--- src/rtl/uart_pkg.sv ---
// Shared types and constants for the UART receiver.
//   rx_state_e           : receiver FSM state (3-bit encoding)
//   DEFAULT_CLKS_PER_BIT : clocks per bit for 10 MHz / 19200 baud
//   UART_DATA_BITS       : data bits per frame (8N1)
//   IDLE_LEVEL           : line level when idle / stop bit
package uart_pkg;

   typedef enum logic [2:0] {
      StIdle,
      StStart,
      StData,
      StStop,
      StRecover
   } rx_state_e;

   localparam int unsigned DEFAULT_CLKS_PER_BIT = 521;
   localparam int unsigned UART_DATA_BITS       = 8;
   localparam logic        IDLE_LEVEL           = 1'b1;

endpackage

--- src/rtl/uart_rx_if.sv ---
// Consumer-side bus of the UART receiver.
//   master : receiver side (drives data/valid/status, samples rx_ready)
//   slave  : consumer side (samples data/valid/status, drives rx_ready)
interface uart_rx_if;
   import uart_pkg::*;

   logic [UART_DATA_BITS-1:0] rx_data;
   logic                      rx_valid;
   logic                      rx_ready;
   logic                      rx_frame_err;
   logic                      rx_overrun;
   logic                      rx_busy;

   modport master (
      output rx_data, rx_valid, rx_frame_err, rx_overrun, rx_busy,
      input  rx_ready
   );

   modport slave (
      input  rx_data, rx_valid, rx_frame_err, rx_overrun, rx_busy,
      output rx_ready
   );

endinterface

--- src/rtl/uart_sync2.sv ---
// Two-flop synchronizer for the asynchronous serial line, reset to the idle level.
//   clk_i : clock
//   rst_i : synchronous active-high reset
//   d_i   : asynchronous input
//   q_o   : synchronized output
module uart_sync2
   import uart_pkg::*;
(
   input  logic clk_i,
   input  logic rst_i,
   input  logic d_i,
   output logic q_o
);

   logic meta_q;
   logic sync_q;

   always_ff @(posedge clk_i) begin
      if (rst_i) begin
         meta_q <= IDLE_LEVEL;
         sync_q <= IDLE_LEVEL;
      end else begin
         meta_q <= d_i;
         sync_q <= meta_q;
      end
   end

   assign q_o = sync_q;

endmodule

--- src/rtl/uart_rx.sv ---
// 8N1 UART receiver with a valid/ready output register.
//   rx_clk : sole clock
//   rst    : synchronous active-high reset
//   rx_in  : asynchronous serial line, idle high, LSB first
//   bus    : rx_data/rx_valid/rx_ready handshake plus rx_frame_err,
//            rx_overrun (one-cycle pulses) and rx_busy
module uart_rx
   import uart_pkg::*;
#(
   parameter int unsigned CLKS_PER_BIT = DEFAULT_CLKS_PER_BIT
) (
   input  logic      rx_clk,
   input  logic      rst,
   input  logic      rx_in,
   uart_rx_if.master bus
);

   localparam int unsigned     CntW    = $clog2(CLKS_PER_BIT);
   localparam logic [CntW-1:0] LastCnt = CntW'(CLKS_PER_BIT - 1);
   localparam logic [CntW-1:0] MidCnt  = CntW'((CLKS_PER_BIT - 1) / 2);
   localparam logic [2:0]      LastBit = 3'(UART_DATA_BITS - 1);

   logic                      rx_s;
   rx_state_e                 state_q, state_d;
   logic [CntW-1:0]           cnt_q, cnt_d;
   logic [2:0]                bit_idx_q, bit_idx_d;
   logic [UART_DATA_BITS-1:0] shift_q, shift_d;
   logic [UART_DATA_BITS-1:0] data_q, data_d;
   logic                      valid_q, valid_d;
   logic                      frame_err_q, frame_err_d;
   logic                      overrun_q, overrun_d;
   logic                      deliver;

   uart_sync2 u_sync (
      .clk_i (rx_clk),
      .rst_i (rst),
      .d_i   (rx_in),
      .q_o   (rx_s)
   );

   // Frame FSM and bit timing.
   always_comb begin
      state_d     = state_q;
      cnt_d       = cnt_q;
      bit_idx_d   = bit_idx_q;
      shift_d     = shift_q;
      deliver     = 1'b0;
      frame_err_d = 1'b0;
      unique case (state_q)
         StIdle: begin
            if (rx_s != IDLE_LEVEL) begin
               state_d = StStart;
               cnt_d   = '0;
            end
         end
         StStart: begin
            if (cnt_q == MidCnt) begin
               cnt_d = '0;
               // Line back high at mid start bit: a glitch, not a frame.
               if (rx_s != IDLE_LEVEL) begin
                  state_d   = StData;
                  bit_idx_d = '0;
               end else begin
                  state_d = StIdle;
               end
            end else begin
               cnt_d = cnt_q + CntW'(1);
            end
         end
         StData: begin
            if (cnt_q == LastCnt) begin
               cnt_d            = '0;
               shift_d[bit_idx_q] = rx_s;
               bit_idx_d        = bit_idx_q + 3'd1;
               if (bit_idx_q == LastBit) begin
                  state_d = StStop;
               end
            end else begin
               cnt_d = cnt_q + CntW'(1);
            end
         end
         StStop: begin
            if (cnt_q == LastCnt) begin
               cnt_d = '0;
               // Deliver at mid stop bit; no wait for the stop bit to end.
               if (rx_s == IDLE_LEVEL) begin
                  deliver = 1'b1;
                  state_d = StIdle;
               end else begin
                  frame_err_d = 1'b1;
                  state_d     = StRecover;
               end
            end else begin
               cnt_d = cnt_q + CntW'(1);
            end
         end
         StRecover: begin
            // Hold through a break so it yields a single frame error.
            if (rx_s == IDLE_LEVEL) begin
               state_d = StIdle;
            end
         end
         default: state_d = StIdle;
      endcase
   end

   // Output register: reload on delivery if free or being consumed, otherwise overrun.
   always_comb begin
      data_d    = data_q;
      valid_d   = valid_q;
      overrun_d = 1'b0;
      if (valid_q && bus.rx_ready) begin
         valid_d = 1'b0;
      end
      if (deliver) begin
         if (!valid_q || bus.rx_ready) begin
            data_d  = shift_q;
            valid_d = 1'b1;
         end else begin
            overrun_d = 1'b1;
         end
      end
   end

   always_ff @(posedge rx_clk) begin
      if (rst) begin
         state_q     <= StIdle;
         cnt_q       <= '0;
         bit_idx_q   <= '0;
         shift_q     <= '0;
         data_q      <= '0;
         valid_q     <= 1'b0;
         frame_err_q <= 1'b0;
         overrun_q   <= 1'b0;
      end else begin
         state_q     <= state_d;
         cnt_q       <= cnt_d;
         bit_idx_q   <= bit_idx_d;
         shift_q     <= shift_d;
         data_q      <= data_d;
         valid_q     <= valid_d;
         frame_err_q <= frame_err_d;
         overrun_q   <= overrun_d;
      end
   end

   assign bus.rx_data      = data_q;
   assign bus.rx_valid     = valid_q;
   assign bus.rx_frame_err = frame_err_q;
   assign bus.rx_overrun   = overrun_q;
   assign bus.rx_busy      = (state_q != StIdle);

endmodule

--- src/flat_wrapper.sv ---
// flat-port wrapper written by rule: the top's interface ports become plain ports
module uart_rx_flat import uart_pkg::*;
#(
   parameter int unsigned CLKS_PER_BIT = DEFAULT_CLKS_PER_BIT
)
  (rx_clk, rst, rx_in, bus_rx_data, bus_rx_valid, bus_rx_frame_err, bus_rx_overrun, bus_rx_busy, bus_rx_ready);
  uart_rx_if bus_i ();
  input  logic rx_clk;
  input  logic rst;
  input  logic rx_in;
  output wire logic [$bits(bus_i.rx_data)-1:0] bus_rx_data;
  output wire logic [$bits(bus_i.rx_valid)-1:0] bus_rx_valid;
  output wire logic [$bits(bus_i.rx_frame_err)-1:0] bus_rx_frame_err;
  output wire logic [$bits(bus_i.rx_overrun)-1:0] bus_rx_overrun;
  output wire logic [$bits(bus_i.rx_busy)-1:0] bus_rx_busy;
  input wire logic [$bits(bus_i.rx_ready)-1:0] bus_rx_ready;
  assign bus_rx_data = bus_i.rx_data;
  assign bus_rx_valid = bus_i.rx_valid;
  assign bus_rx_frame_err = bus_i.rx_frame_err;
  assign bus_rx_overrun = bus_i.rx_overrun;
  assign bus_rx_busy = bus_i.rx_busy;
  assign bus_i.rx_ready = bus_rx_ready;
  uart_rx #(.CLKS_PER_BIT(CLKS_PER_BIT)) u_core (.rx_clk(rx_clk), .rst(rst), .rx_in(rx_in), .bus(bus_i));
endmodule
--- config.mk ---
export PLATFORM = sky130hd
export DESIGN_NAME = uart_rx_flat
export DESIGN_NICKNAME = d
export VERILOG_FILES = /design/src/rtl/uart_pkg.sv /design/src/rtl/uart_rx_if.sv /design/src/rtl/uart_sync2.sv /design/src/rtl/uart_rx.sv /design/src/flat_wrapper.sv
export SDC_FILE = /design/constraint.sdc
export NUM_CORES = 1
export LEC_CHECK = 0
export ABC_AREA = 1
export BUFFER_PORTS_ARGS = -buffer_cell sky130_fd_sc_hd__buf_2
export CORE_ASPECT_RATIO = 1.25
export CORE_MARGIN = 3
export CORE_UTILIZATION = 32
export DETAILED_ROUTE_END_ITERATION = 6
export PLACE_DENSITY_LB_ADDON = 0.15
export REMOVE_ABC_BUFFERS = 1
export SLEW_MARGIN = 25
export SYNTH_ARGS = -nofsm -noshare
export SYNTH_HDL_FRONTEND = slang
export SYNTH_SLANG_ARGS = --single-unit
--- constraint.sdc ---
create_clock -name rx_clk -period 1.8 [get_ports rx_clk]
set_clock_uncertainty 0.2 [all_clocks]
set_input_delay 0.27 -clock rx_clk [delete_from_list [all_inputs] [get_ports rx_clk]]
set_output_delay 0.27 -clock rx_clk [all_outputs]
set_load 0.05 [all_outputs]
==> reports/qor.txt <==
DP Area - 2030 um2
Max-slew headroom - 73.8%
CP max stage delay - 340 ps
WL per Instance - 11.4 um
Ant diodes - 0
Delay-heaviest family, CP - simple AND/OR/NAND/NOR gates
First-pass GRT wire length - 7.25 mm
Design Power - 1.83 mW
Detail-routed via count per cell - 4.73
Post-synthesis sequential element count - 37
Root Buffer - clkbuf_8
Seq/Total Area, Yosys - 40.4%
Pin count of the biggest net entering global routing - 18
Max-Cap Viols - 0
Synth Area in Compound Gates - 10.6%
Total core area - 5480 um2
Most frequent cells in the layout - 50 x nand2_1, 35 x nor2_1, 35 x dfxtp_1, 25 x inv_1, 23 x a21oi_1
RD Place Congestion - 0.786
DRC viols - 0
Synth Area per Inst - 7.08 um2
Worst-Skew Late Latency - 300 ps
Number of global-route vias before repair - 1,605
DRT Pass-1 Iters - 4
Critical Path AT - 1730 ps
FMAX - 578 MHz
Die Wd - 73.7 um
Worst-Margin Slew - 393 ps
Final ANT Viol Nets - 0
Worst Path Buf+Inv - 2
Post-synth cell types - 28
Share of cells above drive strength 1 - 27.3%
Largest family of logic cells by synthesized area - simple AND/OR/NAND/NOR gates
Die Area - 6680 um2
Final period util - 96.2%
Worst-path clk slew - 90 ps
Initial DRC count - 54
Adder-cell area share of the yosys netlist - 2.73%
Final WL - 4.03 mm
Port bufs - 15
HP Class - input port to register
Post-synth top flop - dfxtp_1
Post-Synth XOR/XNOR Area - 0.956%
Initial core utilization - 33.4%
Die H - 90.6 um
CTS sink count - 37
Unrepaired setup endpoints after global routing - true
Final min period - 1730 ps
GRT overflow - 0
Detail Placement HPWL - 2.96 mm
Final #Nets - 296
GRT Util Overall - 13.8%
PD cells - 809 nW/um2
Syn Std Cell Area - 1830 um2
Mux share of post-synthesis cell area - 0%
Leak Pwr - 1.00 nW
Clock tree buffer depth - 2
Post-Synthesis Cells - 259
Initial antenna violation count - 0
Post-synth EDFFs - 0
FFs w/ async S/R, synth - 0%
TritonCTS clock tree - yes
CP startpoint kind - register
Status - complete, no violations
Max-slew violation count - 0
Layout Area Growth over Synthesis - 23.7%
Fin area - 2270 um2
WP data required - 1800 ps
Utilization after layout - 41.4%
FP Rows - 30
Setup violations, final - 0
Ys Warns - 0
VDD IR max - 0.429 mV
Boundary Pins - 16
Final hold violation count - 0
DR vias - 1,668
CP Cell Sequence - inv_2 > ha_4 > nand3_4 > nor2_4 > nand2_8 > buf_12 > nor2_8 > nand2_4 > o21ai_1 > nor2_1
Num CTS Buffers - 5
Critical path type - register to register
# fillers - 577
Setup crit end kind - register
Commonest non-fill, non-tap cell in the layout - nand2_1
CP max FO - 8
Crit-path slowest cell - dfxtp_2
Synth Area in Simple Gates - 36.3%
H-tree lvl count - 2
[worst reg2reg max path, cell delays in order (launching register included)]
cell and delay (ps):
dfxtp_2 340, inv_2 70, ha_4 150, nand3_4 70, nor2_4 160, nand2_8 110
buf_12 150, nor2_8 90, nand2_4 100, o21ai_1 160, nor2_1 50
[state kept, by name (all words and copies together) (netlist names)]
| register | flops |
|---|---|
| u_core.u_sync.q_o | 1 |
| u_core.bus.rx_data | 8 |
| u_core.bus.rx_overrun | 1 |
| u_core.bus.rx_frame_err | 1 |
| u_core.bus.rx_valid | 1 |
| u_core.u_sync.meta_q | 1 |
| u_core.bit_idx_q | 3 |
| u_core.state_q | 3 |
| u_core.cnt_q | 10 |
| u_core.shift_q | 8 |
[cell usage after synthesis, types with 3 or more instances]
cell type / instances / area (um2)
inv_1: 27 / 101
nand2_4: 3 / 33.8
ha_1: 4 / 50.1
o21ai_0: 3 / 15.0
o21ai_1: 10 / 50.1
a21oi_1: 23 / 115
nand3_1: 11 / 55.1
nor2_2: 5 / 31.3
nand2_2: 4 / 25.0
dfxtp_1: 37 / 741
nand4_1: 3 / 18.8
inv_2: 8 / 30.0
nor2_1: 37 / 139
nand2_1: 56 / 210
nor3_1: 12 / 60.1
[worst paths after layout]
check | from | end | slack [ps] | depth (start not counted)
max | u_core.cnt_q[1] | u_core.bus.rx_data[4] | 70 | 10
min | bus_rx_ready | u_core.bus.rx_overrun | 40 | 4
max reg2reg | u_core.cnt_q[1] | u_core.bus.rx_data[4] | 70 | 10
min reg2reg | u_core.u_sync.meta_q | u_core.u_sync.q_o | 220 | 1
[layout make-up]
cell class / count / area, um2 / share of cell area (%)
clock buffer: 5 / 68.8 / 3.04
clock inverter: 3 / 46.3 / 2.04
inverter: 35 / 131 / 5.79
multi-input combinational: 183 / 1010 / 44.5
sequential: 37 / 743 / 32.8
tap: 64 / 80.1 / 3.53
timing repair buffer: 26 / 189 / 8.33
[per-layer routing]
metal / vias to the layer above / part of all wire (%) / global-route usage (%)
met1: 761 / 43 / 16.3
met3: 5 / 2.7 / 3.79
met2: 17 / 53 / 23.3
li1: 885 / - / -
met4: 0 / 1.7 / 4.68
met5: - / 0 / 0
[through the flow]
| step | worst slack (ps) | cells | TNS, ps | hold slack [ps] |
|---|---|---|---|---|
| 2_1_floorplan | 188 | 255 | 0 | 132 |
| 3_3_place_gp | 85.2 | 342 | 0 | 193 |
| 3_5_place_dp | 62.5 | 342 | 0 | 199 |
| 4_1_cts | 50.3 | 351 | 0 | 36.4 |
| 5_1_grt | -85.3 | 353 | -324 | 57.9 |
| 6_report | 68.9 | 353 | 0 | 42.0 |
[kinds of logic after synthesis]
| family | Yosys count |
|---|---|
| simple gates | 139 |
| buf+inv | 39 |
| compound gates | 38 |
| flops | 37 |
| fa+ha+maj | 4 |
| xor+xnor | 2 |
[report_power, final]
group          internal (mW)  total [mW]  switching (mW)
combinational         0.0936       0.260           0.167
clock                  0.415       0.728           0.314
sequential             0.832       0.845          0.0125
[repair_timing]
item                       CTS  global route
buffers inserted             0             2
gates resized for setup      0            24
setup endpoints to repair    0            23
hold endpoints to repair     1             0
hold buffers                 1             0
Note: power is estimated with default switching activity, not from simulation.
